<file path="config.mk">
export PLATFORM = sky130hd
export DESIGN_NAME = rtl_logic_pipe
export DESIGN_NICKNAME = d
export VERILOG_FILES = /design/src/rtl/rtl_logic_pkg.sv /design/src/rtl/rtl_logic_op.sv /design/src/rtl/rtl_logic_pipe.sv
export SDC_FILE = /design/constraint.sdc
export NUM_CORES = 1
export LEC_CHECK = 0
export CAP_MARGIN = 20
export CORE_MARGIN = 5
export CORE_UTILIZATION = 45
export DETAILED_ROUTE_END_ITERATION = 6
export PLACE_DENSITY = 0.78
export SLEW_MARGIN = 20
export SYNTH_ARGS = -nofsm -noshare
export SYNTH_HDL_FRONTEND = slang
export SYNTH_SLANG_ARGS = --single-unit
</file>
<file path="constraint.sdc">
create_clock -name clock -period 1.8 [get_ports clock]
set_input_delay 0.36 -clock clock [delete_from_list [all_inputs] [get_ports clock]]
set_output_delay 0.36 -clock clock [all_outputs]
set_load 0.005 [all_outputs]
</file>
<file path="src/rtl/rtl_logic_pkg.sv">
// Shared definitions for the two-stage logic pipeline: operator codes and the
// bitwise operator function used by the datapath.
package rtl_logic_pkg;

  localparam int MAX_W = 64;

  localparam logic [1:0] OP_AND  = 2'b00;
  localparam logic [1:0] OP_OR   = 2'b01;
  localparam logic [1:0] OP_XOR  = 2'b10;
  localparam logic [1:0] OP_NAND = 2'b11;

  // Operands are zero-extended to MAX_W; callers truncate back to their width.
  function automatic logic [MAX_W-1:0] apply_op(input logic [1:0] op,
                                                input logic [MAX_W-1:0] a,
                                                input logic [MAX_W-1:0] b);
    logic [MAX_W-1:0] r;
    case (op)
      OP_AND:  r = a & b;
      OP_OR:   r = a | b;
      OP_XOR:  r = a ^ b;
      default: r = ~(a & b);
    endcase
    return r;
  endfunction

endpackage

</file>
<file path="src/rtl/rtl_logic_op.sv">
// Combinational WIDTH-bit operator unit selecting AND/OR/XOR/NAND per beat.
module rtl_logic_op
  import rtl_logic_pkg::*;
#(
  parameter int WIDTH = 4
) (
  input  logic [1:0]       op,
  input  logic [WIDTH-1:0] a,
  input  logic [WIDTH-1:0] b,
  output logic [WIDTH-1:0] y
);

  assign y = WIDTH'(apply_op(op, MAX_W'(a), MAX_W'(b)));

endmodule

</file>
<file path="src/rtl/rtl_logic_pipe.sv">
// Two-stage registered logic pipeline: g = op1(x1, x2), f = op2(g, x3), with
// valid tracking, global stall and a saturating count of non-zero results.
module rtl_logic_pipe
  import rtl_logic_pkg::*;
#(
  parameter int WIDTH    = 4,
  parameter bit ALIGN_X3 = 1'b1,
  parameter int CNT_W    = 8
) (
  input  logic             clock,
  input  logic             reset,
  input  logic             en,
  input  logic             in_valid,
  input  logic [WIDTH-1:0] x1,
  input  logic [WIDTH-1:0] x2,
  input  logic [WIDTH-1:0] x3,
  input  logic [1:0]       op1,
  input  logic [1:0]       op2,
  input  logic             count_clr,
  output logic [WIDTH-1:0] g,
  output logic             g_valid,
  output logic [WIDTH-1:0] f,
  output logic             f_valid,
  output logic [CNT_W-1:0] hit_count
);

  localparam logic [CNT_W-1:0] CNT_ONE = {{(CNT_W-1){1'b0}}, 1'b1};
  localparam logic [CNT_W-1:0] CNT_MAX = {CNT_W{1'b1}};

  logic [1:0]       op2_q;
  logic [WIDTH-1:0] x3_q;
  logic [WIDTH-1:0] x3_sel;
  logic [WIDTH-1:0] g_next;
  logic [WIDTH-1:0] f_next;
  logic             f_load;

  // Aligned mode uses the x3 captured with the beat; legacy mode uses live x3.
  assign x3_sel = ALIGN_X3 ? x3_q : x3;
  assign f_load = en && g_valid;

  rtl_logic_op #(.WIDTH(WIDTH)) u_stage1 (
    .op (op1),
    .a  (x1),
    .b  (x2),
    .y  (g_next)
  );

  rtl_logic_op #(.WIDTH(WIDTH)) u_stage2 (
    .op (op2_q),
    .a  (g),
    .b  (x3_sel),
    .y  (f_next)
  );

  always_ff @(posedge clock) begin
    if (reset) begin
      g         <= '0;
      g_valid   <= 1'b0;
      f         <= '0;
      f_valid   <= 1'b0;
      op2_q     <= '0;
      x3_q      <= '0;
      hit_count <= '0;
    end else begin
      if (en) begin
        g_valid <= in_valid;
        if (in_valid) begin
          g     <= g_next;
          op2_q <= op2;
          x3_q  <= x3;
        end
        f_valid <= g_valid;
        if (g_valid) begin
          f <= f_next;
        end
      end
      // Clear wins over a same-cycle increment and ignores the stall.
      if (count_clr) begin
        hit_count <= '0;
      end else if (f_load && (f_next != '0) && (hit_count != CNT_MAX)) begin
        hit_count <= hit_count + CNT_ONE;
      end
    end
  end

endmodule

</file>
# == Word level (Yosys, flattened, before mapping) ==
# Cells that the tools add are included.
# op_classes
n_div,0
addsub,1
bitwise,8
n_shift,0
order_cmp,0
mul,0
n_eq_ne,5
muxes,2
n_reduce_logical,9
# ops
op,n
$pmux W4 S3,2
$add A8 B1 Y8 const B,1
$and A4 B4 Y4,2
$ne A8 B8 Y1 const B,1
$not A4 Y4,2
$or A4 B4 Y4,2
$xor A4 B4 Y4,2
$eq A2 B1 Y1 const B,2
$eq A2 B2 Y1 const B,2
$logic_not A2 Y1,2
$reduce_and A2 Y1,2
$reduce_bool A4 Y1,1
$logic_and A1 B1 Y1,3
$reduce_or A2 Y1,1
# totals
mem_bits_ro,0
ram_bits,0
mem_count,0
ff_bits,24
wordCells,32
in_bits,21
latch_bits,0

# == Logic depth before layout (Yosys ltp) ==
# Gate-level depths: netlist (run 1).
# depth
word_depth,6
depth_mapped,8

# == By module ==
# A second synthesis (run 1) with hierarchy kept.
# hier_totals
cells_unflattened,209
area_unflattened_um2,1624.1
# modules_own_cells
mod,area_each_um2,instances,cells_each
rtl_logic_pipe,1026.0,1,125
rtl_logic_op,299.0,2,42

# == Worst setup path after synthesis (run 1) ==
# Ideal clock, no wire load.
# synth_path
path_kind,register to register
startpoint,register g[0]
endpoint,register hit_count[7]
path_stages_with_launch,8
period_less_slack_ps,1864
path_buffers,0
arrival_time_ps,1764
t_required_ps,1700
slack_ps,-64
cell_sequence,dfxtp_1 > inv_1 > ha_1 > mux2_4 > mux2i_4 > a41oi_2 > and3b_1 > a2111oi_4
# synth_via
elab_chain_len,6
# synth_rtl
item,line,rtl
"start, declared",rtl_logic_pipe.sv:20,"output logic [WIDTH-1:0] g,"
"start signal, assigned",rtl_logic_pipe.sv:68,g <= g_next;
$and A4 B4 Y4,"rtl_logic_pkg.sv:18, rtl_logic_pkg.sv:21",
$not A4 Y4,rtl_logic_pkg.sv:21,default: r = ~(a & b);
$pmux W4 S3 *,rtl_logic_pkg.sv:17,case (op)
$reduce_bool A4 Y1 *,rtl_logic_pipe.sv:80,end else if (f_load && (f_next != '0) && (hit_count != CNT_MAX)) begin
$logic_and A1 B1 Y1 * (2 in a row),rtl_logic_pipe.sv:80,
"end signal, assigned",rtl_logic_pipe.sv:81,hit_count <= hit_count + CNT_ONE;
"end, declared",rtl_logic_pipe.sv:24,output logic [CNT_W-1:0] hit_count
# Every way passes the cells marked *; elsewhere a longest branch is shown, timed or not.
# A chain may end at the register's enable or synchronous reset.

# == Worst setup path in the final report (run 1) ==
# layout_path
startpoint,register g[3]
endpoint,register hit_count[6]
# Same word-level chain as after synthesis.

==> results of run 1 <==
kinds of logic (layout without fill, tap and decap cells):
logic type | after synthesis | in the layout
AO/OA/AOI/OAI | 41 | 41
adder cells (fa/ha/maj) | 17 | 17
buffers and inverters | 32 | 90
flip-flops | 24 | 24
multiplexers | 14 | 14
AND/OR/NAND/NOR | 67 | 67
flip-flops by register name (all words and copies together), names as in the netlist:
signal / flops
hit_count: 8
f: 4
g: 4
x3_q: 4
op2_q: 2
f_valid: 1
g_valid: 1
worst max-delay path: stages (launching register included):
cell and delay [ns]:
dfxtp_2 0.36, inv_1 0.04, ha_1 0.29, mux2_4 0.27, mux2i_4 0.15, a41oi_2 0.15
buf_4 0.20, and4_1 0.20, nor4_2 0.12
Yosys cell counts, types with 2 or more instances:
library cell and instances:
clkbuf_1 5, mux2i_1 8, a21oi_1 18, o21ai_0 2, buf_1 2, or3_1 4, nor2_1 13, nand2_1 27
and3_1 4, dfxtp_1 24, mux2i_4 2, mux2_1 2, nor3_1 2, nand3_1 7, o211ai_1 3, ha_1 17
a211oi_1 8, mux2_4 2, a211o_1 2, nand2b_1 2, buf_6 2, inv_1 21, nor2b_1 2
cell type report:
class / instances / share of cell area
clock buffer: 4 / 0.0158
inverter: 21 / 0.0344
multi-input combinational: 139 / 0.456
sequential: 24 / 0.214
tap: 46 / 0.0251
timing repair buffer: 65 / 0.255
per-layer routing:
layer  vias up  routed length (um)  track usage
met4         0                  76       0.0638
met3         6                 114       0.0244
li1        789                   -            -
met5         -                   0            0
met1       699                1680        0.181
met2        33                1710        0.258
power groups by stage:
stage          combinational (mW)  sequential [mW]  clock, mW
2_1_floorplan               0.134            0.569          0
3_3_place_gp                0.251            0.572          0
3_5_place_dp                0.256            0.574          0
4_1_cts                     0.272            0.562      0.293
5_1_grt                     0.301            0.565      0.315
6_report                    0.272            0.562      0.287
stage by stage:
stage	utilization	setup WS (ns)	hold slack, ns	total power [mW]
2_1_floorplan	-	0.0224	0.424	0.703
3_3_place_gp	0.641	-0.0155	0.463	0.823
3_5_place_dp	0.641	-0.0666	0.465	0.829
4_1_cts	0.666	-0.0524	0.488	1.13
5_1_grt	0.670	-0.142	0.511	1.18
6_report	0.670	-0.0378	0.476	1.12
how the worst max path moves through the flow:
stage          cells after the start      endpoint  start  slack, ns
4_1_cts                            8  hit_count[6]   g[3]      -0.05
6_report                           8  hit_count[6]   g[3]      -0.04
3_3_place_gp                       8  hit_count[6]   g[0]      -0.02
3_5_place_dp                       7          g[1]  x1[1]      -0.07
5_1_grt                            8  hit_count[6]   g[0]      -0.14
2_1_floorplan                      7  hit_count[7]   g[3]       0.02
what timing repair did:
item | 4_1_cts | 5_1_grt
setup endpoints to repair | 7 | 7
endpoints found under the hold margin | 0 | 0
pin swaps | 4 | 0
resized for setup | 9 | 3
hold buffers | 0 | 0
setup buffers | 3 | 0
cell usage in the layout (no fill, tap or decap), types with 3 or more instances in the layout:
master	instances
ha_4	3
clkbuf_4	3
or3_1	4
mux2i_1	8
a211oi_1	8
o211ai_1	3
dfxtp_1	16
nand3_1	7
nand2_1	27
inv_1	17
nor2_1	13
dfxtp_2	8
inv_2	4
a21oi_1	18
ha_1	14
and3_1	4
buf_4	27
clkdlybuf4s50_1	38
==> flow_metrics.env, run 1 <==
export IMPL_status="finished with violations"
export IMPL_violations="negative setup slack"
export IMPL_via_count=1527
export IMPL_p_seq_frac=0.502
export IMPL_totalWireLength_mm=3.58
export IMPL_antenna_found_initial=0
export IMPL_required_ns=2.05
export IMPL_grt_usage=0.149
export IMPL_clk_pin_slew_ns=0.14
export IMPL_overflow=0
export IMPL_first_pass_iters=4
export IMPL_drt_iter0_markers=86
export IMPL_numCtsBuffers=3
export IMPL_hpwl_mm=2.78
export IMPL_drtAntennaViolNets=0
export IMPL_min_path_type="reg2reg"
export IMPL_finalSetupTns_ns=-0.0789
export IMPL_routabilityCongestion=0.800
export IMPL_dpl_cell_area_sq_um=2190
export IMPL_final_seq_area_sq_um=490
export IMPL_fin_crit_sh=1.02
export IMPL_yosys_most_used_dff="dfxtp_1"
export IMPL_rsz0062_at_grt="yes"
export IMPL_min_from="x3_q[0]"
export IMPL_synth_seq_cells=24
export IMPL_drcViolationCount=0
export IMPL_synth_fa_ha_area_frac=0.131
export IMPL_drv_slew=0
export IMPL_final_cell_area_sq_um=2290
export IMPL_p_leak_nw=0.967
export IMPL_post_drt_wl_per_cell_um=12.0
export IMPL_crit_arrival_ns=2.08
export IMPL_antenna_cells=0
export IMPL_h_tree_depth=1
export IMPL_p_switching_mw=0.295
export IMPL_grt_max_degree=14
export IMPL_syn_avg_cell_area_sq_um=8.34
export IMPL_clock_path_buffers=2
export IMPL_cts_sinks=24
export IMPL_maxCapViolations=0
export IMPL_netlist_area_sq_um=1630
export IMPL_die_h_um=70.1
export IMPL_nets=292
export IMPL_max_slew_worst_pin_slew_ns=0.367
export IMPL_chipWidth_um=70.1
export IMPL_r2r_end="hit_count[6]"
export IMPL_synth_compound_area_frac=0.182
export IMPL_start_kind="flip-flop"
export IMPL_grt_pass1_wl_mm=6.11
export IMPL_syn_inst=195
export IMPL_n_fill_cell=290
export IMPL_endpoint_kind="flip-flop"
export IMPL_clk_latency_ns=0.32
export IMPL_initial_core_util=0.476
export IMPL_viasPerCell=5.11
export IMPL_finalHoldViolCount=0
export IMPL_worstReg2RegStart="g[3]"
export IMPL_yosysTopAreaCell="dfxtp_1"
export IMPL_synth_top_area_frac=0.295
export IMPL_min_path_cells=2
export IMPL_critPathMaxFanout=9
export IMPL_pwr_share_clk=0.256
export IMPL_dp_cells=292
export IMPL_crit_type="reg2reg"
export IMPL_setup_viol=3
export IMPL_synth_top_family_by_area="simple AND/OR/NAND/NOR gates"
export IMPL_ir_worst_vdd_uv=272
export IMPL_syn_num_nets=233
export IMPL_combPwrFrac=0.242
export IMPL_drive_above_1_share=0.213
export IMPL_synth_edf_count=0
export IMPL_ys_seq_area_frac=0.295
export IMPL_yosys_area_share_simple=0.197
export IMPL_cts_tree="built"
export IMPL_yosys_area_share_xor_xnor=0
export IMPL_io_buffers=38
export IMPL_instances_no_fill=299
export IMPL_max_slew_margin=0.755
export IMPL_design_core_area_sq_um=3420
export IMPL_synth_area_leaders="dfxtp_1 (30%), ha_1 (13%), nand2_1 (6.2%)"
export IMPL_synth_mux_area_frac=0.109
export IMPL_dieArea_sq_um=4920
export IMPL_ff2ff_path_depth=8
export IMPL_internal_power_mw=0.826
export IMPL_setup_ws_ns=-0.0378
export IMPL_rrSetupSlack_ns=-0.04
export IMPL_rows=21
export IMPL_min_to="x3_q[0]"
export IMPL_grt_pass1_vias=1479
export IMPL_multi_input_area_sq_um=1040
export IMPL_area_growth_pct=40.8
export IMPL_switching_share=0.263
export IMPL_power_density_nw_per_um2=490
export IMPL_synthArstFlopShare=0
export IMPL_yosys_warnings=0
export IMPL_root_buffer="clkbuf_4"
export IMPL_clock_skew_ns=0.0118
export IMPL_num_io_pins=39
export IMPL_fmax_mhz=544
export IMPL_min_period_ns=1.84
export IMPL_ys_types=39
(Power assumes the default switching activity.)
==> inputs of run 2 (changes only) <==
--- a/config.mk
+++ b/config.mk
@@ -5,11 +5,14 @@
 export SDC_FILE = /design/constraint.sdc
 export NUM_CORES = 1
 export LEC_CHECK = 0
+export ABC_AREA = 1
 export CAP_MARGIN = 20
+export CORE_ASPECT_RATIO = 1.1
 export CORE_MARGIN = 5
 export CORE_UTILIZATION = 45
 export DETAILED_ROUTE_END_ITERATION = 6
 export PLACE_DENSITY = 0.78
+export RECOVER_POWER = 100
 export SLEW_MARGIN = 20
 export SYNTH_ARGS = -nofsm -noshare
 export SYNTH_HDL_FRONTEND = slang
==> flow_metrics.env, run 2 <==
export IMPL_yosys_top_cells_count="inv_1 (34), nand2_1 (31), dfxtp_1 (24)"
export IMPL_overflow=0
export IMPL_dieArea_sq_um=4920
export IMPL_numCtsBuffers=3
export IMPL_yosys_most_used_dff="dfxtp_1"
export IMPL_antenna_found_initial=0
export IMPL_synthArstFlopShare=0
export IMPL_final_common_cell="inv_1"
export IMPL_min_period_ns=1.68
export IMPL_status="finished clean"
export IMPL_cts_sinks=24
export IMPL_via_count=1629
export IMPL_design_core_area_sq_um=3570
export IMPL_io_buffers=38
export IMPL_hpwl_mm=2.90
export IMPL_yosysTopAreaCell="dfxtp_1"
export IMPL_clock_skew_ns=0.00374
export IMPL_antenna_cells=0
export IMPL_synth_edf_count=0
export IMPL_drive_above_1_share=0.119
export IMPL_fmax_mhz=596
export IMPL_grt_pass1_wl_mm=5.80
export IMPL_routabilityCongestion=0.874
export IMPL_critPathMaxFanout=6
export IMPL_ys_seq_area_frac=0.295
export IMPL_setup_viol=0
export IMPL_cts_hold_buffers=0
export IMPL_synth_seq_cells=24
export IMPL_grt_pass1_vias=1416
export IMPL_post_cts_buffers=0
export IMPL_clk_latency_ns=0.27
export IMPL_rows=23
export IMPL_syn_inst=229
export IMPL_cts_tree="built"
export IMPL_totalWireLength_mm=3.62
export IMPL_netlist_area_sq_um=1630
export IMPL_instances_no_fill=328
export IMPL_crit_type="reg2out"
export IMPL_dp_cells=324
export IMPL_max_slew_margin=0.770
export IMPL_grt_max_degree=15
export IMPL_max_slew_worst_pin_slew_ns=0.346
export IMPL_ys_types=28
export IMPL_clock_path_buffers=2
export IMPL_yosys_warnings=0
export IMPL_initial_core_util=0.456
export IMPL_die_h_um=73.1
export IMPL_crit_family="buffers and inverters"
export IMPL_min_path_type="reg2reg"
export IMPL_syn_avg_cell_area_sq_um=7.10
export IMPL_nets=317
export IMPL_synth_most_common_cell="inv_1"
export IMPL_top_register="hit_count"
export IMPL_rsz0062_at_grt="no"
export IMPL_crit_arrival_ns=1.32
export IMPL_start_kind="flip-flop"
export IMPL_finalSetupTns_ns=0
export IMPL_largest_reg_flops=8
export IMPL_h_tree_depth=1
export IMPL_chipWidth_um=67.3
export IMPL_p_leak_nw=1.05
export IMPL_slowest_delay_ns=0.60
export IMPL_post_drt_wl_per_cell_um=11.0
export IMPL_syn_num_nets=267
export IMPL_first_pass_iters=4
export IMPL_viasPerCell=4.97
export IMPL_drtAntennaViolNets=0
export IMPL_finalHoldViolCount=0
export IMPL_power_density_nw_per_um2=597
export IMPL_root_buffer="clkbuf_8"
export IMPL_maxCapViolations=0
export IMPL_drv_slew=0
export IMPL_clk_pin_slew_ns=0.09
export IMPL_area_growth_pct=33.5
export IMPL_synth_top_area_frac=0.295
export IMPL_ir_worst_vdd_uv=297
export IMPL_cp_cell_sequence="dlygate4sd3_1"
export IMPL_endpoint_kind="output port"
export IMPL_grt_usage=0.150
export IMPL_drcViolationCount=0
export IMPL_fin_crit_sh=0.933
export IMPL_mostFrequentLayoutCells="inv_1 (34), nand2_1 (33), nand3_1 (24), dfxtp_1 (24)"
export IMPL_slowest_stage="dlygate4sd3_1"
export IMPL_synth_area_leaders="dfxtp_1 (30%), ha_1 (13%), inv_1 (7.8%)"
export IMPL_required_ns=1.44
export IMPL_cts_resized=0
export IMPL_num_io_pins=39
export IMPL_cp_num_buf_inv=1
export IMPL_drt_iter0_markers=61
run 2: cell types whose count changed after synthesis, sizes merged, moves of 4 or more:
cell	delta
buf	-4
and3	-4
o21ai	+18
mux2	-4
a211oi	-5
nand2	+10
mux2i	-10
inv	+17
or3	-4
nand3	+21
nor2	+11
run 2: final cells by class:
cell class,instances,area [sq um]
clock buffers,3,41.3
clock inverters,1,30.0
fillers,361,1400
inverters,39,148
multi-input cells,162,957
flip-flops and latches,24,480
well taps,50,62.6
repair buffers,49,453
run 2: report_power, final:
group	internal, mW	leakage (nW)	switching, mW	total, mW
clock	0.297	0.0357	0.178	0.476
sequential	0.551	0.196	0.0175	0.569
combinational	0.124	0.822	0.128	0.252
total	0.973	1.05	0.324	1.30
run 2: final timing paths:
check	startpoint	end	slack, ns	cells after the start
worst max register to register	g[0]	hit_count[2]	0.17	10
worst min-delay path	f_valid	f_valid	0.46	2
worst max-delay path	hit_count[7]	hit_count[7]	0.12	1
worst min register to register	f_valid	f_valid	0.46	2
run 2: metal layers:
metal  share of wire  vias up  routed length (um)  global-route usage
li1                -      853                   -                   -
met1            0.43      725                1570               0.189
met2            0.50       45                1810               0.255
met3           0.050        6                 181              0.0216
met4           0.014        0                  50              0.0608
met5               0        -                   0                   0
run 2: cell families after synthesis:
| kind of cell | after synthesis | synth area share |
|---|---|---|
| and+or+nand+nor | 97 | 0.306 |
| xor gates and xnor gates | 1 | 0.00539 |
| AOI/OAI and AO/OA | 47 | 0.155 |
| buffers and inverters | 43 | 0.107 |
| DFF | 24 | 0.295 |
| adders and majority gates | 17 | 0.131 |
run 2: per-stage QoR:
step	worst slack, ns	instance area, sq um	power (mW)	hold slack, ns	utilization
after floorplan	0.338	1630	0.726	0.451	-
after global placement	0.0532	2130	0.839	0.454	0.596
after detailed placement	0.0169	2130	0.845	0.455	0.596
after CTS	0.174	2200	1.32	0.470	0.616
after global routing	0.0279	2170	1.36	0.484	0.609
final	0.121	2170	1.30	0.462	0.609
==> inputs of run 3 (changes only) <==
--- a/config.mk
+++ b/config.mk
@@ -6,11 +6,11 @@
 export NUM_CORES = 1
 export LEC_CHECK = 0
 export ABC_AREA = 1
-export CAP_MARGIN = 20
 export CORE_ASPECT_RATIO = 1.1
 export CORE_MARGIN = 5
 export CORE_UTILIZATION = 45
 export DETAILED_ROUTE_END_ITERATION = 6
+export GPL_ROUTABILITY_DRIVEN = 0
 export PLACE_DENSITY = 0.78
 export RECOVER_POWER = 100
 export SLEW_MARGIN = 20
==> results of run 3 <==
Final layout, timing and power as in run 2 (identical DEF).
